$ cat config.mk
export PLATFORM = sky130hd
export DESIGN_NAME = cpu_clk_gen
export DESIGN_NICKNAME = d
export VERILOG_FILES = /design/src/rtl/cpu_clk_gen_pkg.sv /design/src/rtl/cpu_clk_gen_rise_detect.sv /design/src/rtl/cpu_clk_gen.sv
export SDC_FILE = /design/constraint.sdc
export NUM_CORES = 1
export LEC_CHECK = 0
export BUFFER_PORTS_ARGS = -buffer_cell sky130_fd_sc_hd__buf_2
export CAP_MARGIN = 40
export CORE_UTILIZATION = 54
export DETAILED_ROUTE_END_ITERATION = 16
export PLACE_DENSITY = 0.76
export SYNTH_ARGS = -nofsm -noshare
export SYNTH_HDL_FRONTEND = slang
export SYNTH_SLANG_ARGS = --single-unit
export TNS_END_PERCENT = 1
$ cat constraint.sdc
create_clock -name clk -period 4.85 [get_ports clk]
set_input_delay 0.2425 -clock clk [delete_from_list [all_inputs] [get_ports clk]]
set_output_delay 0.2425 -clock clk [all_outputs]
set_load 0.05 [all_outputs]
$ cat src/rtl/cpu_clk_gen_pkg.sv
`default_nettype none
// ============================================================================
// Module  : cpu_clk_pkg
// Brief   : Mode constants, FSM state encoding and helpers for cpu_clk_gen.
// Revision: 1.0
// ============================================================================
package cpu_clk_pkg;

    localparam logic [1:0] MODE_RUN  = 2'b00;
    localparam logic [1:0] MODE_STEP = 2'b01;
    localparam logic [1:0] MODE_HALT = 2'b10;

    typedef enum logic [1:0] {
        IDLE = 2'd0,
        HIGH = 2'd1,
        LOW  = 2'd2
    } clk_state_t;

    // The reserved encoding 2'b11 behaves as free-run.
    function automatic logic is_running(input logic [1:0] mode);
        return !((mode == MODE_STEP) || (mode == MODE_HALT));
    endfunction

endpackage
`default_nettype wire

$ cat src/rtl/cpu_clk_gen_rise_detect.sv
`default_nettype none
// ============================================================================
// Module  : rise_detect
// Brief   : Rising-edge detector; resets to "previously high" so a level held
//           through reset is not seen as an edge.
// Revision: 1.0
// ============================================================================
module rise_detect (
    input  logic clk,
    input  logic rst_n,
    input  logic sig,
    output logic rise
);

    logic r_prev;

    always_ff @(posedge clk or negedge rst_n) begin
        if (!rst_n) begin
            r_prev <= 1'b1;
        end else begin
            r_prev <= sig;
        end
    end

    assign rise = sig & ~r_prev;

endmodule
`default_nettype wire

$ cat src/rtl/cpu_clk_gen.sv
`default_nettype none
// ============================================================================
// Module  : cpu_clk_gen
// Brief   : Programmable CPU clock generator with run / single-step / halt
//           modes, clock-enable pulse and CPU cycle counter.
// Revision: 1.0
// ============================================================================
module cpu_clk_gen
    import cpu_clk_pkg::*;
#(
    parameter int DIV_W       = 32,
    parameter int CNT_W       = 32,
    parameter int DEFAULT_DIV = 25
) (
    input  logic             clk,
    input  logic             rst_n,
    input  logic [1:0]       mode,
    input  logic [DIV_W-1:0] div_half,
    input  logic             step_req,
    output logic             Clk_CPU,
    output logic             cpu_ce,
    output logic             busy,
    output logic [CNT_W-1:0] cycle_cnt
);

    generate
        if (DEFAULT_DIV < 1) begin : g_default_div_check
            $error("DEFAULT_DIV must be at least 1");
        end
    endgenerate

    logic             w_step_rise;
    logic             w_run;
    logic             w_step_go;
    logic             w_tp;
    logic [DIV_W-1:0] w_n_eff;
    logic [DIV_W-1:0] w_n_cur;
    logic [DIV_W-1:0] r_cnt;
    logic [DIV_W-1:0] r_n_lat;
    clk_state_t       r_state;

    rise_detect u_step_rise (
        .clk   (clk),
        .rst_n (rst_n),
        .sig   (step_req),
        .rise  (w_step_rise)
    );

    assign w_n_eff   = (div_half == '0) ? DIV_W'(1) : div_half;
    // The parked low phase picks up a fresh divisor when it starts counting.
    assign w_n_cur   = ((r_state == IDLE) && (r_cnt == '0)) ? w_n_eff : r_n_lat;
    assign w_tp      = (r_cnt == (w_n_cur - DIV_W'(1)));
    assign w_run     = is_running(mode);
    assign w_step_go = (mode == MODE_STEP) && w_step_rise && !busy;

    always_ff @(posedge clk or negedge rst_n) begin
        if (!rst_n) begin
            r_state   <= IDLE;
            r_cnt     <= '0;
            r_n_lat   <= DIV_W'(1);
            Clk_CPU   <= 1'b0;
            cpu_ce    <= 1'b0;
            busy      <= 1'b0;
            cycle_cnt <= '0;
        end else begin
            cpu_ce <= 1'b0;
            case (r_state)
                IDLE: begin
                    r_n_lat <= w_n_cur;
                    if (w_run) begin
                        if (w_tp) begin
                            r_state   <= HIGH;
                            r_cnt     <= '0;
                            r_n_lat   <= w_n_eff;
                            Clk_CPU   <= 1'b1;
                            cpu_ce    <= 1'b1;
                            cycle_cnt <= cycle_cnt + CNT_W'(1);
                        end else begin
                            r_cnt <= r_cnt + DIV_W'(1);
                        end
                    end else if (w_step_go) begin
                        r_state   <= HIGH;
                        r_cnt     <= '0;
                        r_n_lat   <= w_n_eff;
                        Clk_CPU   <= 1'b1;
                        cpu_ce    <= 1'b1;
                        busy      <= 1'b1;
                        cycle_cnt <= cycle_cnt + CNT_W'(1);
                    end else begin
                        r_cnt <= '0;
                    end
                end
                HIGH: begin
                    if (w_tp) begin
                        r_state <= LOW;
                        r_cnt   <= '0;
                        r_n_lat <= w_n_eff;
                        Clk_CPU <= 1'b0;
                    end else begin
                        r_cnt <= r_cnt + DIV_W'(1);
                    end
                end
                LOW: begin
                    if (w_tp) begin
                        r_cnt   <= '0;
                        r_n_lat <= w_n_eff;
                        busy    <= 1'b0;
                        if (w_run) begin
                            r_state   <= HIGH;
                            Clk_CPU   <= 1'b1;
                            cpu_ce    <= 1'b1;
                            cycle_cnt <= cycle_cnt + CNT_W'(1);
                        end else begin
                            r_state <= IDLE;
                        end
                    end else begin
                        r_cnt <= r_cnt + DIV_W'(1);
                    end
                end
                default: begin
                    r_state <= IDLE;
                    r_cnt   <= '0;
                    Clk_CPU <= 1'b0;
                    busy    <= 1'b0;
                end
            endcase
        end
    end

endmodule
`default_nettype wire

==> flow_summary.ini <==
[pwr]
pwr-share-clk_pct = 17.0
switchingPower_uw = 2020
ir_worst_vdd_v = 0.000471
power_frac_seq_pct = 27.9
power_leakage_uw = 0.00385
p_per_area_nw_per_um2 = 539
p_int_uw = 2550
combPwrFrac_pct = 55.2
swShare_pct = 44.2

[floorplan]
initial_core_util_pct = 55.8
io_pins = 72
rows = 41
fp.dieH_um = 117
core_area_um2 = 12700
die_area_um2 = 13600
die_x_um = 117

[critical_path]
end_kind = register
max_stage_delay_ns = 0.38
cp_max_fo = 18
required_ns = 5.10
crit_arrival_ns = 4.85
critPathBufInv = 7
cp_top_family = compound AO/OA/AOI/OAI gates
critPathLaunchType = register
worst-setup-path-type = register to register
crit_chain = inv_1 > ha_1 > nor4b_2 > and4_4 > buf_8 > a21oi_2 > a21o_1 > ha_2 > buf_4 > nor2b_1 > nand4_1 > nor4_1 > a22oi_1 > buf_4 > nand3_1 > o21ai_1 > buf_4 > o2111ai_1 > o21ai_0 > buf_4 > a22o_1 > a21o_4 > buf_12 > mux2_4
path_common_cell = buf_4
critPathSlowestCell = dfrtp_1

[global_routing]
grt_pass1_wl_um = 33400
grt_pass1_vias = 6557
grt_overflow = 0
grt_antenna_before_repair = 0
track_usage_pct = 32.0
grt_max_degree = 70

[layout]
fin_util_pct = 66.8
num-fill-cells = 1064
finish.instance_area_um2 = 8500
final_layout_size_suffix_gt1_share_pct = 23.2
nets = 960
syn_to_final_growth_pct = 19.6
antenna_cells = 0
instances_no_fill = 1090

[routing]
initialDrtViolationCount = 667
first_pass_iters = 6
drc = 0
num_vias = 6779
ant_nets = 0
wl_um = 21000
routedWlPerCell_um = 19.3
vias_per_cell = 6.22

[clock_network]
cts_inserted_buffers = 9
cts_buffer_depth = 2
clkSinkCount = 102
clk_pin_slew_ns = 0.08
cts_root_buf = clkbuf_16
htreeDepth = 3
cts_tree = yes
clock_latency_ns = 0.37

[outcome]
violations = hold timing
status = finished, violations left

[timing]
tightest_slew_ns = 0.875
clock.fmax_ghz = 0.217
hold_violations = 6
min_period_ns = 4.60
drv_slew = 0
slew_headroom_pct = 41.7
post-route-period-util_pct = 94.9
setup_viol = 0
clock_skew_ns = 0.0163
whs_ns = -0.0108

[logic_synthesis]
avgSynthCellArea_um2 = 8.91
synth_edf_count = 0
yosys.cell_types.count = 68
synth.ff_latch_count = 102
seq_area_frac_synth_pct = 36.0
synthCells = 797
synth_fp_nets = 844
yosysWarningCount = 0
ys.flop_type = dfrtp_1
synth.cell_area_um2 = 7100
synthArstFlopShare_pct = 100

[hold_path]
worstHoldPathType = input port to async pin

[place]
dpl_cell_area_um2 = 8130
portBuffers = 71
dp.cells = 1073
gp_congestion = 1.01
dp_hpwl_um = 15600

[flow_run]
cap_violations = 0
==> sequential cells by signal, indices dropped and copies added (netlist names) <==
signal / count
u_step_rise.r_prev: 1
r_state: 2
r_n_lat: 32
cpu_ce: 1
Clk_CPU: 1
busy: 1
r_cnt: 32
cycle_cnt: 32
==> worst register-to-register path, stage by stage, from the launching register on <==
cell	delay (ns)
dfrtp_1	0.38
inv_1	0.10
ha_1	0.17
nor4b_2	0.26
and4_4	0.29
buf_8	0.18
a21oi_2	0.09
a21o_1	0.18
ha_2	0.19
buf_4	0.14
nor2b_1	0.13
nand4_1	0.16
nor4_1	0.07
a22oi_1	0.32
buf_4	0.17
nand3_1	0.07
o21ai_1	0.13
buf_4	0.15
o2111ai_1	0.11
o21ai_0	0.18
buf_4	0.15
a22o_1	0.17
a21o_4	0.17
buf_12	0.18
mux2_4	0.34
==> metal layers <==
metal  track usage, %  part of all wire (%)  up-vias
met5                0                     0        -
met4             12.5                   3.1        0
met3             6.69                   7.8       50
met2             52.3                    47      339
met1             41.7                    42     3274
li1                 -                     -     3116
==> cells in the mapped netlist, types with 8 or more instances <==
cell type / count / share of area (%)
o21ai_0: 11 / 0.78
nand3_1: 27 / 1.9
nor3_1: 33 / 2.3
a21oi_1: 29 / 2.0
or4_1: 8 / 0.85
nand4_1: 20 / 1.8
nor4_1: 38 / 3.3
xnor2_1: 59 / 7.3
nor2_1: 87 / 4.6
a211oi_1: 22 / 2.3
and3_1: 19 / 1.7
clkbuf_1: 31 / 1.6
o22ai_1: 16 / 1.4
inv_1: 31 / 1.6
xor2_1: 56 / 6.9
mux2_4: 14 / 3.0
mux2i_1: 17 / 2.4
nand2_1: 48 / 2.5
nand2b_1: 10 / 0.88
dfrtp_1: 100 / 35
ha_1: 10 / 1.8
==> timing repair <==
item	in CTS	in global routing
gates resized for setup	0	10
setup endpoints to repair	0	98
setup buffers	0	0
hold buffers	1	0
endpoints found under the hold margin	1	0
==> layout make-up <==
| class | count | area, µm² | area share (%) |
|---|---|---|---|
| well taps | 172 | 215 | 2.53 |
| flip-flops and latches | 102 | 2550 | 30.1 |
| multi-input cells | 622 | 4320 | 50.9 |
| clock inverters | 5 | 66.3 | 0.781 |
| repair buffers | 147 | 976 | 11.5 |
| inverters | 31 | 116 | 1.37 |
| clock buffers | 11 | 243 | 2.86 |
==> per-stage QoR <==
stage / power, µW / setup slack, ns / setup TNS (ns)
after global placement: 3670 / 0.0677 / 0
final: 4580 / 0.247 / 0
after detailed placement: 3720 / -0.0232 / -0.132
after CTS: 4500 / 0.0847 / 0
after floorplan: 2970 / 0.00707 / 0
after global routing: 4820 / -0.00769 / -0.0128
==> power groups by stage <==
stage | Clock [µW] | Combinational (µW) | Sequential [µW]
2_1_floorplan | 0 | 1680 | 1290
3_3_place_gp | 0 | 2400 | 1260
3_5_place_dp | 0 | 2450 | 1270
4_1_cts | 780 | 2460 | 1260
5_1_grt | 816 | 2710 | 1290
6_report | 776 | 2530 | 1280
==> path summary, 6_finish.rpt <==
kind                                           start                         to  slack (ns)  cells past startpoint
hold / removal                                 rst_n    r_n_lat[10]$_DFFE_PN0P_       -0.01                      1
hold reg to reg            cycle_cnt[13]$_DFFE_PN0P_  cycle_cnt[13]$_DFFE_PN0P_        0.48                      1
max in group asynchronous                      rst_n  cycle_cnt[25]$_DFFE_PN0P_        3.87                      2
setup / recovery              r_state[1]$_DFFE_PN0P_    r_n_lat[26]$_DFFE_PN0P_        0.25                     24
setup reg to reg              r_state[1]$_DFFE_PN0P_    r_n_lat[26]$_DFFE_PN0P_        0.25                     24
min in group clk                        div_half[10]    r_n_lat[10]$_DFFE_PN0P_        0.18                      2
==> cells by family (layout without fill, tap and decap cells) <==
| family | count (synthesis) | count (layout) | synth area share [%] |
|---|---|---|---|
| buffers and inverters | 73 | 194 | 4.19 |
| DFF | 102 | 102 | 36.0 |
| muxes | 38 | 38 | 6.46 |
| and+or+nand+nor | 331 | 331 | 24.7 |
| AOI/OAI and AO/OA | 128 | 128 | 12.7 |
| xor gates and xnor gates | 115 | 115 | 14.2 |
| adders and majority gates | 10 | 10 | 1.76 |
==> cell usage in the layout (no fill, tap or decap), types with 6 or more instances in the layout <==
cell and count:
nor4_1 35, o21ai_0 10, xnor2_1 59, mux2_2 7, mux2_4 14, nand2b_1 10
o211ai_1 7, nand2_1 47, ha_1 9, nor3b_1 6, xor2_1 56, buf_2 70
mux2i_1 17, or3_1 6, o22ai_1 16, nand4_1 20, nor2_1 86, inv_1 31
nor4b_2 6, nor3_1 33, dfrtp_1 100, or4_1 8, and3_1 19, a211oi_1 21
clkbuf_16 9, a21oi_1 28, nand3_1 27, buf_4 72
No activity file was read; power rests on OpenSTA's default activity.
